==> config.mk <==
export PLATFORM = sky130hd
export DESIGN_NAME = fpu_issue_ctrl_flat
export DESIGN_NICKNAME = d
export VERILOG_FILES = /design/src/rtl/fpu_issue_ctrl_if.sv /design/src/rtl/fpu_issue_ctrl.sv /design/src/flat_wrapper.sv
export SDC_FILE = /design/constraint.sdc
export NUM_CORES = 1
export LEC_CHECK = 0
export BUFFER_PORTS_ARGS = -buffer_cell sky130_fd_sc_hd__buf_2
export CAP_MARGIN = 10
export CORE_UTILIZATION = 30
export CTS_CLUSTER_DIAMETER = 50
export CTS_CLUSTER_SIZE = 30
export DETAILED_ROUTE_END_ITERATION = 6
export PLACE_DENSITY = 0.53
export RECOVER_POWER = 100
export SYNTH_ARGS = -nofsm -noshare
export SYNTH_HDL_FRONTEND = slang
export SYNTH_SLANG_ARGS = --single-unit
==> constraint.sdc <==
create_clock -name Clk -period 3.2 [get_ports Clk]
set_clock_uncertainty 0.15 [all_clocks]
set_input_delay 0.96 -clock Clk [delete_from_list [all_inputs] [get_ports Clk]]
set_output_delay 0.96 -clock Clk [all_outputs]
set_load 0.03 [all_outputs]
==> src/rtl/fpu_issue_ctrl_if.sv <==
// fpu_issue_ctrl_if: PE-side instruction, load, FPU and result signals of the FPU issue stage.
interface fpu_issue_ctrl_if #(
    parameter int DATA_WIDTH = 32,
    parameter int OP_WIDTH   = 6
);
    logic                  Exec_En_Global;
    logic                  Instr_Valid_i;
    logic                  Instr_Ready_o;
    logic [OP_WIDTH-1:0]   Op_i;
    logic [1:0]            Src_Sel_A_i;
    logic [1:0]            Src_Sel_B_i;
    logic [DATA_WIDTH-1:0] Reg_A_i;
    logic [DATA_WIDTH-1:0] Reg_B_i;
    logic [DATA_WIDTH-1:0] load_data_i;
    logic                  data_req_valid_i;
    logic                  Enable_SI;
    logic [DATA_WIDTH-1:0] Operand_a_DI;
    logic [DATA_WIDTH-1:0] Operand_b_DI;
    logic [OP_WIDTH-1:0]   OP_SI;
    logic [DATA_WIDTH-1:0] Fpu_Result_i;
    logic                  Fpu_Valid_i;
    logic [DATA_WIDTH-1:0] Result_o;
    logic                  Result_Valid_o;
    logic                  Busy_o;
    logic                  Err_o;

    modport master (
        output Exec_En_Global, Instr_Valid_i, Op_i, Src_Sel_A_i, Src_Sel_B_i, Reg_A_i, Reg_B_i,
               load_data_i, data_req_valid_i, Fpu_Result_i, Fpu_Valid_i,
        input  Instr_Ready_o, Enable_SI, Operand_a_DI, Operand_b_DI, OP_SI, Result_o,
               Result_Valid_o, Busy_o, Err_o
    );

    modport slave (
        input  Exec_En_Global, Instr_Valid_i, Op_i, Src_Sel_A_i, Src_Sel_B_i, Reg_A_i, Reg_B_i,
               load_data_i, data_req_valid_i, Fpu_Result_i, Fpu_Valid_i,
        output Instr_Ready_o, Enable_SI, Operand_a_DI, Operand_b_DI, OP_SI, Result_o,
               Result_Valid_o, Busy_o, Err_o
    );
endinterface

==> src/rtl/fpu_issue_ctrl.sv <==
// fpu_issue_ctrl: serialising issue/operand-collect stage in front of the PE FPU, with result hold and watchdog.
module fpu_issue_ctrl #(
    parameter int DATA_WIDTH = 32,
    parameter int OP_WIDTH   = 6,
    parameter int LATENCY    = 2
) (
    input logic            Clk,
    input logic            Reset,
    fpu_issue_ctrl_if.slave bus
);
    localparam int WD = 4 * LATENCY;
    localparam int CW = $clog2(WD + 1);

    typedef enum logic [1:0] {IDLE, WAIT_LD, ISSUE, EXEC} state_t;

    state_t                r_state, w_next;
    logic [OP_WIDTH-1:0]   r_op, r_ops;
    logic [1:0]            r_sel_a, r_sel_b;
    logic [DATA_WIDTH-1:0] r_reg_a, r_reg_b, r_opa, r_opb, r_res;
    logic [CW-1:0]         r_cnt;
    logic                  r_en, r_res_v, r_err;
    logic                  w_accept, w_done, w_tmo, w_need_ld;
    logic [1:0]            w_sel_a, w_sel_b;
    logic [DATA_WIDTH-1:0] w_reg_a, w_reg_b;
    logic [OP_WIDTH-1:0]   w_op;

    function automatic logic [DATA_WIDTH-1:0] pick(input logic [1:0] s, input logic [DATA_WIDTH-1:0] r,
                                                   input logic [DATA_WIDTH-1:0] ld, input logic [DATA_WIDTH-1:0] pv);
        return s == 2'b00 ? r : s == 2'b01 ? ld : s == 2'b10 ? pv : '0;
    endfunction

    assign bus.Instr_Ready_o  = (r_state == IDLE) & bus.Exec_En_Global & Reset;
    assign bus.Enable_SI      = r_en;
    assign bus.Operand_a_DI   = r_opa;
    assign bus.Operand_b_DI   = r_opb;
    assign bus.OP_SI          = r_ops;
    assign bus.Result_o       = r_res;
    assign bus.Result_Valid_o = r_res_v;
    assign bus.Busy_o         = r_state != IDLE;
    assign bus.Err_o          = r_err;

    // Operands can be issued straight from the accept cycle, so sources bypass the latches in IDLE.
    assign w_accept  = bus.Instr_Valid_i & bus.Instr_Ready_o;
    assign w_sel_a   = r_state == IDLE ? bus.Src_Sel_A_i : r_sel_a;
    assign w_sel_b   = r_state == IDLE ? bus.Src_Sel_B_i : r_sel_b;
    assign w_reg_a   = r_state == IDLE ? bus.Reg_A_i : r_reg_a;
    assign w_reg_b   = r_state == IDLE ? bus.Reg_B_i : r_reg_b;
    assign w_op      = r_state == IDLE ? bus.Op_i : r_op;
    assign w_need_ld = (w_sel_a == 2'b01) | (w_sel_b == 2'b01);
    assign w_done    = (r_state == EXEC) & bus.Fpu_Valid_i;
    assign w_tmo     = (r_state == EXEC) & ~bus.Fpu_Valid_i & (r_cnt == CW'(WD - 1));

    always_comb begin
        w_next = r_state;
        case (r_state)
            IDLE:    w_next = w_accept ? ((w_need_ld & ~bus.data_req_valid_i) ? WAIT_LD : ISSUE) : IDLE;
            WAIT_LD: w_next = bus.data_req_valid_i ? ISSUE : WAIT_LD;
            ISSUE:   w_next = EXEC;
            EXEC:    w_next = (w_done | w_tmo) ? IDLE : EXEC;
            default: w_next = IDLE;
        endcase
    end

    always_ff @(posedge Clk or negedge Reset) begin
        if (!Reset) begin
            r_state <= IDLE;
            r_op    <= '0;
            r_sel_a <= '0;
            r_sel_b <= '0;
            r_reg_a <= '0;
            r_reg_b <= '0;
            r_en    <= 1'b0;
            r_opa   <= '0;
            r_opb   <= '0;
            r_ops   <= '0;
            r_cnt   <= '0;
            r_res   <= '0;
            r_res_v <= 1'b0;
            r_err   <= 1'b0;
        end else begin
            r_state <= w_next;
            if (w_accept) begin
                r_op    <= bus.Op_i;
                r_sel_a <= bus.Src_Sel_A_i;
                r_sel_b <= bus.Src_Sel_B_i;
                r_reg_a <= bus.Reg_A_i;
                r_reg_b <= bus.Reg_B_i;
            end
            r_en <= w_next == ISSUE;
            if (w_next == ISSUE) begin
                r_opa <= pick(w_sel_a, w_reg_a, bus.load_data_i, r_res);
                r_opb <= pick(w_sel_b, w_reg_b, bus.load_data_i, r_res);
                r_ops <= w_op;
            end
            r_cnt   <= r_state == EXEC ? r_cnt + CW'(1) : '0;
            r_res_v <= w_done;
            // Result_o doubles as the previous-result operand source.
            if (w_done) r_res <= bus.Fpu_Result_i;
            if (w_tmo) r_err <= 1'b1;
        end
    end
endmodule

==> src/flat_wrapper.sv <==
// flat-port wrapper written by rule: the top's interface ports become plain ports
module fpu_issue_ctrl_flat 
#(
    parameter int DATA_WIDTH = 32,
    parameter int OP_WIDTH   = 6,
    parameter int LATENCY    = 2
)
  (Clk, Reset, bus_Exec_En_Global, bus_Instr_Valid_i, bus_Op_i, bus_Src_Sel_A_i, bus_Src_Sel_B_i, bus_Reg_A_i, bus_Reg_B_i, bus_load_data_i, bus_data_req_valid_i, bus_Fpu_Result_i, bus_Fpu_Valid_i, bus_Instr_Ready_o, bus_Enable_SI, bus_Operand_a_DI, bus_Operand_b_DI, bus_OP_SI, bus_Result_o, bus_Result_Valid_o, bus_Busy_o, bus_Err_o);
  fpu_issue_ctrl_if #(.DATA_WIDTH(DATA_WIDTH), .OP_WIDTH(OP_WIDTH)) bus_i ();
  input logic Clk;
  input logic Reset;
  input wire logic [$bits(bus_i.Exec_En_Global)-1:0] bus_Exec_En_Global;
  input wire logic [$bits(bus_i.Instr_Valid_i)-1:0] bus_Instr_Valid_i;
  input wire logic [$bits(bus_i.Op_i)-1:0] bus_Op_i;
  input wire logic [$bits(bus_i.Src_Sel_A_i)-1:0] bus_Src_Sel_A_i;
  input wire logic [$bits(bus_i.Src_Sel_B_i)-1:0] bus_Src_Sel_B_i;
  input wire logic [$bits(bus_i.Reg_A_i)-1:0] bus_Reg_A_i;
  input wire logic [$bits(bus_i.Reg_B_i)-1:0] bus_Reg_B_i;
  input wire logic [$bits(bus_i.load_data_i)-1:0] bus_load_data_i;
  input wire logic [$bits(bus_i.data_req_valid_i)-1:0] bus_data_req_valid_i;
  input wire logic [$bits(bus_i.Fpu_Result_i)-1:0] bus_Fpu_Result_i;
  input wire logic [$bits(bus_i.Fpu_Valid_i)-1:0] bus_Fpu_Valid_i;
  output wire logic [$bits(bus_i.Instr_Ready_o)-1:0] bus_Instr_Ready_o;
  output wire logic [$bits(bus_i.Enable_SI)-1:0] bus_Enable_SI;
  output wire logic [$bits(bus_i.Operand_a_DI)-1:0] bus_Operand_a_DI;
  output wire logic [$bits(bus_i.Operand_b_DI)-1:0] bus_Operand_b_DI;
  output wire logic [$bits(bus_i.OP_SI)-1:0] bus_OP_SI;
  output wire logic [$bits(bus_i.Result_o)-1:0] bus_Result_o;
  output wire logic [$bits(bus_i.Result_Valid_o)-1:0] bus_Result_Valid_o;
  output wire logic [$bits(bus_i.Busy_o)-1:0] bus_Busy_o;
  output wire logic [$bits(bus_i.Err_o)-1:0] bus_Err_o;
  assign bus_i.Exec_En_Global = bus_Exec_En_Global;
  assign bus_i.Instr_Valid_i = bus_Instr_Valid_i;
  assign bus_i.Op_i = bus_Op_i;
  assign bus_i.Src_Sel_A_i = bus_Src_Sel_A_i;
  assign bus_i.Src_Sel_B_i = bus_Src_Sel_B_i;
  assign bus_i.Reg_A_i = bus_Reg_A_i;
  assign bus_i.Reg_B_i = bus_Reg_B_i;
  assign bus_i.load_data_i = bus_load_data_i;
  assign bus_i.data_req_valid_i = bus_data_req_valid_i;
  assign bus_i.Fpu_Result_i = bus_Fpu_Result_i;
  assign bus_i.Fpu_Valid_i = bus_Fpu_Valid_i;
  assign bus_Instr_Ready_o = bus_i.Instr_Ready_o;
  assign bus_Enable_SI = bus_i.Enable_SI;
  assign bus_Operand_a_DI = bus_i.Operand_a_DI;
  assign bus_Operand_b_DI = bus_i.Operand_b_DI;
  assign bus_OP_SI = bus_i.OP_SI;
  assign bus_Result_o = bus_i.Result_o;
  assign bus_Result_Valid_o = bus_i.Result_Valid_o;
  assign bus_Busy_o = bus_i.Busy_o;
  assign bus_Err_o = bus_i.Err_o;
  fpu_issue_ctrl #(.DATA_WIDTH(DATA_WIDTH), .OP_WIDTH(OP_WIDTH), .LATENCY(LATENCY)) u_core (.Clk(Clk), .Reset(Reset), .bus(bus_i));
endmodule
[After elaboration in Yosys (flattened, before gate mapping)]
Cells that the tools add are included.
W data, S select, Z words.
Word-level totals
  register bits: 185
  bits of input ports: 144
  output and inout port bits: 107
Operators by class
  $add $sub $neg: 1
  eq/ne operators: 9
  muxes and demuxes: 17
  bitwise gates (word level): 11
  reductions and logical operators: 4
Operators by type and width (number)
  $mux W32: 8
  $mux W2: 6
  $eq A2 B2 Y1 const B: 5
  $pmux W2 S4: 1
  $and A1 B1 Y1: 7
  $eq A2 B1 Y1 const B: 3
  $logic_not A2 Y1: 3
  $mux W6: 1
  $add A4 B1 Y4 const B: 1
  $eq A4 B3 Y1 const B: 1
  $mux W4: 1
  $not A1 Y1: 2
  $or A1 B1 Y1: 2
  $reduce_bool A2 Y1: 1

[Depth between registers and ports, before layout]
Gate-level depths: netlist of the first run.
  depth after elaboration: 9
  gate-level depth with buffers: 9
  mapped depth without buffers: 6

[Worst setup path before layout of the first run]
No wires, ideal clock.
  path type: input port to flip-flop
  start: in bus_Src_Sel_A_i[1]
  end: reg u_core.r_ops[0] (netlist: u_core.bus.OP_SI[0])
  setup time: 0.125 ns
  arrival time: 2.507 ns
  required time: 2.925 ns
  path slack: 0.418 ns
  stages: 7
  path through: or4b_1 -> o21ai_2 -> o21bai_2 -> o211a_1 -> buf_6 -> buf_12 -> mux2_4
Between the ends
  cells in the longest elaborated chain, start to end: 8
Ends and longest elaborated chain
  from (decl): RTL line flat_wrapper.sv:15  | input wire logic [$bits(bus_i.Src_Sel_A_i)-1:0] bus_Src_Sel_A_i;
  $mux W2: RTL line fpu_issue_ctrl.sv:44  | assign w_sel_a = r_state == IDLE ? bus.Src_Sel_A_i : r_sel_a;
  $eq A2 B1 Y1: RTL line fpu_issue_ctrl.sv:49  | assign w_need_ld = (w_sel_a == 2'b01) | (w_sel_b == 2'b01);
  $or A1 B1 Y1: RTL line fpu_issue_ctrl.sv:49
  $and A1 B1 Y1: RTL line fpu_issue_ctrl.sv:56  | IDLE: w_next = w_accept ? ((w_need_ld & ~bus.data_req_valid_i) ? WAIT_LD : ISSUE) : IDLE;
  $mux W2 (2 in series): RTL line fpu_issue_ctrl.sv:56
  $pmux W2 S4: RTL line fpu_issue_ctrl.sv:55  | case (r_state)
  $eq A2 B2 Y1: RTL line fpu_issue_ctrl.sv:90  | if (w_next == ISSUE) begin
  to (signal assigned): RTL line fpu_issue_ctrl.sv:93  | r_ops <= w_op;
  to (decl): RTL line fpu_issue_ctrl.sv:17  | logic [OP_WIDTH-1:0] r_op, r_ops;
Every way passes these cells.
A chain may end at the register's enable or synchronous reset.

[Worst setup path after layout of the first run]
  start: reg u_core.r_state[1]
  end: reg u_core.r_opa[21] (netlist: u_core.bus.Operand_a_DI[21])
Between the ends
  cells in the longest elaborated chain, start to end: 9
Ends and longest elaborated chain
  from (decl): RTL line fpu_issue_ctrl.sv:16  | state_t r_state, w_next;
  from (signal assigned): RTL line fpu_issue_ctrl.sv:81  | r_state <= w_next;
  $logic_not A2 Y1
  $mux W2 (on tied branches): RTL line fpu_issue_ctrl.sv:44, fpu_issue_ctrl.sv:45
  $eq A2 B1 Y1 (on tied branches): RTL line fpu_issue_ctrl.sv:29, fpu_issue_ctrl.sv:49
  $or A1 B1 Y1: RTL line fpu_issue_ctrl.sv:49
  $and A1 B1 Y1: RTL line fpu_issue_ctrl.sv:56
  $mux W2 (2 in series): RTL line fpu_issue_ctrl.sv:56
  $pmux W2 S4: RTL line fpu_issue_ctrl.sv:55
  $eq A2 B2 Y1: RTL line fpu_issue_ctrl.sv:90
  to (signal assigned): RTL line fpu_issue_ctrl.sv:91  | r_opa <= pick(w_sel_a, w_reg_a, bus.load_data_i, r_res);
  to (decl): RTL line fpu_issue_ctrl.sv:19  | logic [DATA_WIDTH-1:0] r_reg_a, r_reg_b, r_opa, r_opb, r_res;
Parallel ways exist; a longest one is shown, timed or not.

==> impl_metrics.yaml, run 1 <==
clocking:
  clk_pin_slew_ns: 0.07
  post_cts_buffers: 0
  clk_latency_ns: 0.43
  root_buffer: "clkbuf_16"
  cts_hold_buf: 0
  clk_path_buf_depth: 2
  cts.sinks: 185
  htree_levels: 4
  cts_tree: "built"
  post_cts_resized: 1
  cts_made_buffers: 17
worst_setup_path:
  start_kind: "register"
  crit_buf_inv: 2
  cp_max_fo: 43
  slowest_delay_ns: 0.58
  cp-end-kind: "register"
  path_cells: "nor2_4, buf_4, o21ai_0, o21bai_2, o211a_2, clkbuf_4, mux2_1"
  cp.arrival_ns: 3.17
  critPathTopFamily: "buffers and inverters"
  crit_type: "register to register"
  worst_path_max_delay_cell: "clkbuf_4"
  critPathRequiredTime_ns: 3.37
finish:
  multi_input_area_mm2: 0.00394
  seqCellArea_mm2: 0.00463
  layout-drive-gt1-share_pct: 28.5
  synthToLayoutAreaGrowth_pct: 20.8
  num-fill-cells: 3071
  final_nets: 1118
  postLayoutCoreUtil_pct: 36.9
timing:
  relSlewSlack_pct: -20.4
  min_period_ns: 3.00
  final-max-slew-violation-count: 72
  hold_violations: 0
  fmax_mhz: 333
  rsz0062_at_grt: "false"
  setup_violations: 0
  fin_tns_setup_ns: 0
  worstMarginPinSlew_ns: 1.81
  layout_worst_path_cycle_share_pct: 93.7
placed_design:
  place.gp.congestion: 0.729
  io_buffers: 250
  hpwl_um: 17100
die:
  die_area_mm2: 0.0308
  coreArea_mm2: 0.0296
  die_y_um: 176
  start_util_pct: 30.5
  rows: 63
  fp.dieW_um: 176
  ios: 251
global_route:
  antenna_found_initial: 6
  grt_pass1_vias: 6783
  grt_pass1_wl_um: 39400
  grt_usage_pct: 16.8
  grt.overflow.total: 0
  grt_max_degree: 79
job:
  drv_cap: 1
drt:
  antenna_left: 0
  drt_iter0_markers: 300
  drc: 0
  first_pass_iters: 4
  routedWlPerCell_um: 18.6
  totalWireLength_um: 25600
  via_per_inst: 4.90
  vias: 6754
logic_synthesis:
  synthDistinctLibCells: 39
  synth_top_area_share_pct: 51.2
  syn_area_mm2: 0.00904
  yosys.area.top_type: "dfrtp_1"
  synth.area.top_cells: "dfrtp_1 51%, mux2_4 11%, mux2_1 7.6%, a221o_1 7.1%, nand2_1 6.2%"
  yosys_most_used_dff: "dfrtp_1"
  syn_avg_cell_area_um2: 12.3
  synth.most_common_cell: "dfrtp_1"
  postSynth.asyncResetShare_pct: 100
  synth_common_cells: "185 x dfrtp_1, 149 x nand2_1, 69 x mux2_4, 67 x a21oi_1, 64 x a221o_1"
  synth.yosys.seq_area_share_pct: 51.2
  yosysWarnings: 0
  synth_nets: 882
  synth_seq_cells: 185
  synth-edff-count: 0
  synth_cells: 737
worst_hold_path:
  min_path_type: "register to register"
power_and_ir_drop:
  totalPowerFinal_mw: 12.8
  vdd_drop_max_v: 0.000428
  power_density_mw_per_mm2: 1170
  leakage_nw: 4.96
run_status:
  failed_checks: "max-capacitance violations, max-slew violations"
  outcome: "finished with violations"
[layout by cell type, fill, tap and decap left out, types with 2 or more instances in the layout]
cell / instances
clkbuf_2: 7
clkinv_2: 4
buf_2: 142
nand3_1: 2
nand2_1: 148
clkbuf_8: 2
clkinv_4: 5
a221o_1: 64
clkbuf_16: 17
nand2b_1: 2
mux2_2: 46
diode_2: 2
nor4_1: 2
mux2_4: 31
a21oi_1: 65
mux2_1: 99
dfrtp_1: 185
a21oi_4: 2
nand3b_1: 4
buf_12: 3
nor2_1: 7
o21ai_0: 3
and3_1: 2
inv_6: 3
clkbuf_1: 110
buf_4: 9
[power by group]
part,total (mW),leakage (nW),internal [mW],switching [mW]
Combinational,6.55,2.41,2.67,3.88
Sequential,4.21,2.28,3.48,0.729
Clock,2.01,0.271,1.05,0.966
[cells by family (layout without fill, tap and decap cells)]
kind of cell | count (synthesis) | in the layout | synth area share [%]
AO/OA/AOI/OAI | 141 | 141 | 11.7
XOR/XNOR | 2 | 2 | 0.194
adder cells (fa/ha/maj) | 1 | 1 | 0.138
buffers and inverters | 57 | 306 | 3.92
flip-flops | 185 | 185 | 51.2
multiplexers | 176 | 176 | 24.8
other | 0 | 2 | 0
AND/OR/NAND/NOR | 175 | 175 | 8.01
[cell type report]
class | instances | area share [%]
clock inverter | 12 | 0.848
antenna | 2 | 0.0458
timing repair buffer | 272 | 11.9
clock buffer | 20 | 4.18
sequential | 185 | 42.4
inverter | 2 | 0.0802
tap | 390 | 4.47
multi-input combinational | 495 | 36.1
[through the flow]
| stage | hold WS, ns | setup slack (ns) | cells | area (µm²) |
|---|---|---|---|---|
| 2_1_floorplan | 0.283 | 0.418 | 737 | 9040 |
| 3_3_place_gp | 0.304 | 0.244 | 1344 | 10700 |
| 3_5_place_dp | 0.299 | 0.203 | 1344 | 10700 |
| 4_1_cts | 0.316 | 0.143 | 1376 | 11300 |
| 5_1_grt | 0.350 | 0.0376 | 1376 | 10900 |
| 6_report | 0.311 | 0.201 | 1378 | 10900 |
[per-layer routing]
layer  track usage [%]  vias to the layer above  wire length (µm)
li1                  -                     3152                 -
met1              22.5                     3381             11800
met2              26.9                      196             11900
met3              4.16                       21              1550
met4              4.64                        4               306
met5                 0                        -                24
[path summary, 6_finish.rpt]
check | depth (start not counted) | to | from | slack (ns)
worst min register to register | 1 | u_core.bus.Err_o | u_core.bus.Err_o | 0.31
worst max register to register | 7 | u_core.bus.Operand_a_DI[21] | u_core.r_state[1] | 0.20
worst min-delay path | 1 | u_core.bus.Err_o | u_core.bus.Err_o | 0.31
max in group asynchronous | 3 | u_core.bus.Result_o[12] | Reset | 0.53
worst max-delay path | 7 | u_core.bus.Operand_a_DI[21] | u_core.r_state[1] | 0.20
min in group asynchronous | 2 | u_core.r_op[0] | Reset | 0.82
[registers in the layout (all words and copies together) (netlist names), 4 cells and up]
signal	flops
u_core.bus.Result_o	32
u_core.r_reg_b	32
u_core.bus.OP_SI	6
u_core.bus.Operand_a_DI	32
u_core.bus.Operand_b_DI	32
u_core.r_op	6
u_core.r_reg_a	32
u_core.r_cnt	4
No activity file was read; power rests on OpenSTA's default activity.
==> inputs of run 2 (changes only) <==
--- a/config.mk
+++ b/config.mk
@@ -5,7 +5,7 @@
 export SDC_FILE = /design/constraint.sdc
 export NUM_CORES = 1
 export LEC_CHECK = 0
-export BUFFER_PORTS_ARGS = -buffer_cell sky130_fd_sc_hd__buf_2
+export BUFFER_PORTS_ARGS = -buffer_cell sky130_fd_sc_hd__buf_4
 export CAP_MARGIN = 10
 export CORE_UTILIZATION = 30
 export CTS_CLUSTER_DIAMETER = 50
==> run 2 against run 1 <==
Effect of this change: the run now ends clean; setup slack improved by 0.023 ns; final area increased by 3.1%; critical path depth decreased by 3; register-to-register slack improved by 0.07 ns; via count is 1.0% lower; wire length rose by 3.1%; maximum frequency is 0.76% higher; count of clock-buffer cells in the layout down 2; critical path type is now register to primary output.
==> impl_metrics.yaml, run 2 (synthesis gave the netlist of run 1 again) <==
finish:
  synthToLayoutAreaGrowth_pct: 24.6
  layout-drive-gt1-share_pct: 25.6
  num-fill-cells: 3114
  n_antenna_cell: 0
  final_area_mm2: 0.0113
  final_nets: 1116
  final_cell_mix: "185 x dfrtp_1, 151 x buf_4, 147 x nand2_1"
  final_common_cell: "dfrtp_1"
  postLayoutCoreUtil_pct: 38.0
placed_design:
  placed_cell_area_mm2: 0.0113
  place.gp.congestion: 0.727
  hpwl_um: 17600
  io_buffers: 250
global_route:
  grt.overflow.total: 0
  antenna_found_initial: 0
  grt_usage_pct: 17.3
  grt_pass1_wl_um: 40400
  grt_pass1_vias: 6693
  grt_max_degree: 64
power_and_ir_drop:
  totalPowerFinal_mw: 12.8
  vdd_drop_max_v: 0.000511
  swShare_pct: 43.6
  p_switching_mw: 5.58
  internal_power_mw: 7.21
  power_density_mw_per_mm2: 1140
  leakage_nw: 5.05
  clockPowerShare_pct: 18.0
  combinationalPowerShare_pct: 49.2
  seqPwrFrac_pct: 32.8
worst_setup_path:
  start_kind: "register"
  worst_path_max_delay_cell: "clkbuf_4"
  path_depth: 4
  reg2reg_depth: 7
  slowest_delay_ns: 0.50
  path_cells: "nor2_4, clkbuf_4, and3_1, buf_4"
  cp-end-kind: "primary output"
  cp_max_fo: 42
  cp.arrival_ns: 1.87
  crit_buf_inv: 2
  crit_type: "register to primary output"
  critPathRequiredTime_ns: 2.09
  critPathTopFamily: "buffers and inverters"
drt:
  antenna_left: 0
  totalWireLength_um: 26400
  via_per_inst: 4.87
  drt_iter0_markers: 372
  vias: 6686
  wl_met1_um: 12400
  drc: 0
  first_pass_iters: 4
  wl_met3_um: 1580
  dr_wl_met2_um: 12200
  highest_layer: "met4"
  routedWlPerCell_um: 19.2
clocking:
  clk_path_buf_depth: 2
  cts_hold_buf: 0
  post_cts_resized: 0
  cts_made_buffers: 17
  post_cts_buffers: 0
  cts.sinks: 185
  root_buffer: "clkbuf_16"
  htree_levels: 4
  clk_pin_slew_ns: 0.07
  cts_tree: "built"
  clk_latency_ns: 0.44
run_status:
  outcome: "finished, final reports clean"
timing:
  rsz0062_at_grt: "false"
  final-max-slew-violation-count: 0
  fin_tns_setup_ns: 0
  setup_violations: 0
  hold_violations: 0
  min_period_ns: 2.98
  worstMarginPinSlew_ns: 1.26
  layout_worst_path_cycle_share_pct: 93.0
  relSlewSlack_pct: 15.9
  fmax_mhz: 336
die:
  die_area_mm2: 0.0308
  die_y_um: 176
  rows: 63
  start_util_pct: 30.5
  ios: 251
  coreArea_mm2: 0.0296
  fp.dieW_um: 176
job:
  drv_cap: 0
worst_hold_path:
  min_path_type: "register to register"
  min_delay_path_depth: 1
==> run 2: worst reg2reg max path, cell delays in order, from the launching register on <==
cell	delay [ns]
dfrtp_1	0.39
clkbuf_1	0.37
nor4_1	0.14
a21oi_4	0.56
clkbuf_2	0.51
a21oi_1	0.12
a221o_1	0.28
mux2_1	0.29
==> run 2: layout make-up <==
class / count / area [µm²] / share of cell area (%)
clock buffers: 18 / 429 / 3.81
clock inverters: 13 / 195 / 1.73
inverters: 2 / 8.76 / 0.0778
multi-input cells: 495 / 3850 / 34.1
flip-flops and latches: 185 / 4630 / 41.1
well taps: 390 / 488 / 4.33
repair buffers: 270 / 1670 / 14.8
==> run 2: power by group through the flow <==
stage | Clock [mW] | Combinational, mW | Sequential, mW
6_report | 2.30 | 6.30 | 4.19
5_1_grt | 2.46 | 6.85 | 4.35
4_1_cts | 2.37 | 7.64 | 4.24
3_5_place_dp | 0 | 7.63 | 4.26
3_3_place_gp | 0 | 7.53 | 4.25
2_1_floorplan | 0 | 4.33 | 5.26
==> run 2: per-layer routing <==
layer	vias up	track usage (%)
met1	3347	24.1
met2	187	26.6
li1	3137	-
met5	-	0
met4	0	4.06
met3	15	4.44
==> run 2: worst paths after layout <==
kind	from	endpoint	slack [ns]
worst max-delay path	u_core.r_state[1]	bus_Instr_Ready_o	0.22
worst min-delay path	u_core.r_cnt[0]	u_core.r_cnt[0]	0.31
worst max register to register	u_core.r_state[0]	u_core.bus.Operand_b_DI[8]	0.27
worst min register to register	u_core.r_cnt[0]	u_core.r_cnt[0]	0.31
max in group asynchronous	Reset	u_core.bus.Operand_a_DI[0]	0.70
min in group asynchronous	Reset	u_core.bus.Operand_a_DI[6]	0.80
==> run 2: through the flow <==
| stage | worst slack, ns | hold slack, ns | std cells |
|---|---|---|---|
| final | 0.224 | 0.310 | 1373 |
| after global routing | 0.0912 | 0.341 | 1373 |
| after CTS | 0.210 | 0.313 | 1373 |
| after detailed placement | 0.215 | 0.303 | 1342 |
| after global placement | 0.224 | 0.310 | 1342 |
| after floorplan | 0.418 | 0.283 | 737 |
==> inputs of run 3 (changes only) <==
--- a/config.mk
+++ b/config.mk
@@ -11,6 +11,7 @@
 export CTS_CLUSTER_DIAMETER = 50
 export CTS_CLUSTER_SIZE = 30
 export DETAILED_ROUTE_END_ITERATION = 6
+export MAX_ROUTING_LAYER = met4
 export PLACE_DENSITY = 0.53
 export RECOVER_POWER = 100
 export SYNTH_ARGS = -nofsm -noshare
==> run 3 against run 2 <==
Effect of this change: largest power group unchanged; first-iteration DRC count shrank 3.2%; register-to-register slack is essentially flat; highest routed layer unchanged; critical endpoint unchanged; combinational power is essentially flat; non-clock buffer count is the same.
==> impl_metrics.yaml, run 3 (synthesis gave the netlist of run 1 again) <==
die:
  die_y_um: 176
  start_util_pct: 30.5
  fp.dieW_um: 176
  rows: 63
  ios: 251
  die_area_mm2: 0.0308
  coreArea_mm2: 0.0296
placed_design:
  io_buffers: 250
  place.gp.congestion: 0.736
  dp.cells: 1342
  pre_cts_ws_ns: 0.215
  hpwl_um: 17600
  placed_cell_area_mm2: 0.0113
worst_hold_path:
  min_path_type: "register to register"
finish:
  synthToLayoutAreaGrowth_pct: 24.6
  final_nets: 1116
  final_area_mm2: 0.0113
  seqCellArea_mm2: 0.00463
  postLayoutCoreUtil_pct: 38.0
  num-fill-cells: 3114
  layout-drive-gt1-share_pct: 25.6
  n_antenna_cell: 0
  multi_input_area_mm2: 0.00385
  fin_cells: 1373
  final_common_cell: "dfrtp_1"
  final_cell_mix: "185 x dfrtp_1, 151 x buf_4, 147 x nand2_1"
drt:
  via_per_inst: 4.86
  drt_iter0_markers: 360
  routedWlPerCell_um: 19.2
  drc: 0
  totalWireLength_um: 26300
  antenna_left: 0
  vias: 6666
  first_pass_iters: 4
timing:
  worstMarginPinSlew_ns: 1.27
  hold_violations: 0
  hold_slack_ns: 0.308
  layout_worst_path_cycle_share_pct: 93.2
  relSlewSlack_pct: 15.4
  worst_slack_ns: 0.218
  setup_violations: 0
  min_period_ns: 2.98
  fin_tns_setup_ns: 0
  final-max-slew-violation-count: 0
  fmax_mhz: 335
  rsz0062_at_grt: "false"
clocking:
  clk_pin_slew_ns: 0.07
  cts_hold_buf: 0
  post_cts_resized: 0
  post_cts_buffers: 0
  root_buffer: "clkbuf_16"
  clk_latency_ns: 0.44
  cts_made_buffers: 17
  cts_tree: "built"
  htree_levels: 4
  cts.sinks: 185
  clk_path_buf_depth: 2
global_route:
  grt_pass1_wl_um: 40400
  grt_usage_pct: 17.8
  grt.overflow.total: 0
  grt_pass1_vias: 6703
  grt_max_degree: 64
  antenna_found_initial: 0
worst_setup_path:
  crit_type: "register to primary output"
  cp.arrival_ns: 1.87
  cp-end-kind: "primary output"
  cp_max_fo: 42
  start_kind: "register"
  critPathRequiredTime_ns: 2.09
run_status:
  outcome: "finished, final reports clean"
power_and_ir_drop:
  leakage_nw: 5.05
  vdd_drop_max_v: 0.000509
  power_density_mw_per_mm2: 1130
  totalPowerFinal_mw: 12.8
job:
  drv_cap: 0
[run 3: cell counts in the layout (fill, tap and decap cells not counted)]
Identical to the previous run, type by type.
[run 3: critical path, cell delays in order (launching register included)]
cell      delay [ns]
dfrtp_1         0.41
nor2_4          0.12
clkbuf_4        0.51
and3_1          0.23
buf_4           0.16
[run 3: routing by layer]
| metal | vias up | track usage, % | routed length [µm] | part of all wire [%] |
|---|---|---|---|---|
| li1 | 3136 | - | - | - |
| met1 | 3343 | 24.2 | 12400 | 47 |
| met2 | 174 | 26.6 | 12300 | 47 |
| met3 | 13 | 4.18 | 1520 | 5.8 |
| met4 | 0 | 4.06 | 187 | 0.71 |
| met5 | - | - | 0 | 0 |
[run 3: where the power goes]
group | switching, mW | total [mW] | internal [mW]
combinational | 3.87 | 6.28 | 2.42
sequential | 0.716 | 4.19 | 3.48
clock | 0.979 | 2.30 | 1.32
total | 5.56 | 12.8 | 7.21
[run 3: area by class of cell]
type | count | share of cell area [%]
clock buffers | 18 | 3.81
clock inverters | 13 | 1.73
inverters | 2 | 0.0778
multi-input cells | 495 | 34.1
flip-flops and latches | 185 | 41.1
well taps | 390 | 4.33
repair buffers | 270 | 14.8
[run 3: worst paths after layout]
| check | startpoint | to | slack (ns) | cells past startpoint |
|---|---|---|---|---|
| max | u_core.r_state[1] | bus_Instr_Ready_o | 0.22 | 4 |
| min | u_core.r_cnt[0] | u_core.r_cnt[0] | 0.31 | 1 |
| max reg2reg | u_core.r_state[0] | u_core.bus.Operand_b_DI[8] | 0.28 | 7 |
| min reg2reg | u_core.r_cnt[0] | u_core.r_cnt[0] | 0.31 | 1 |
| max in group asynchronous | Reset | u_core.bus.Operand_a_DI[0] | 0.70 | 3 |
| min in group asynchronous | Reset | u_core.bus.Operand_a_DI[6] | 0.79 | 2 |
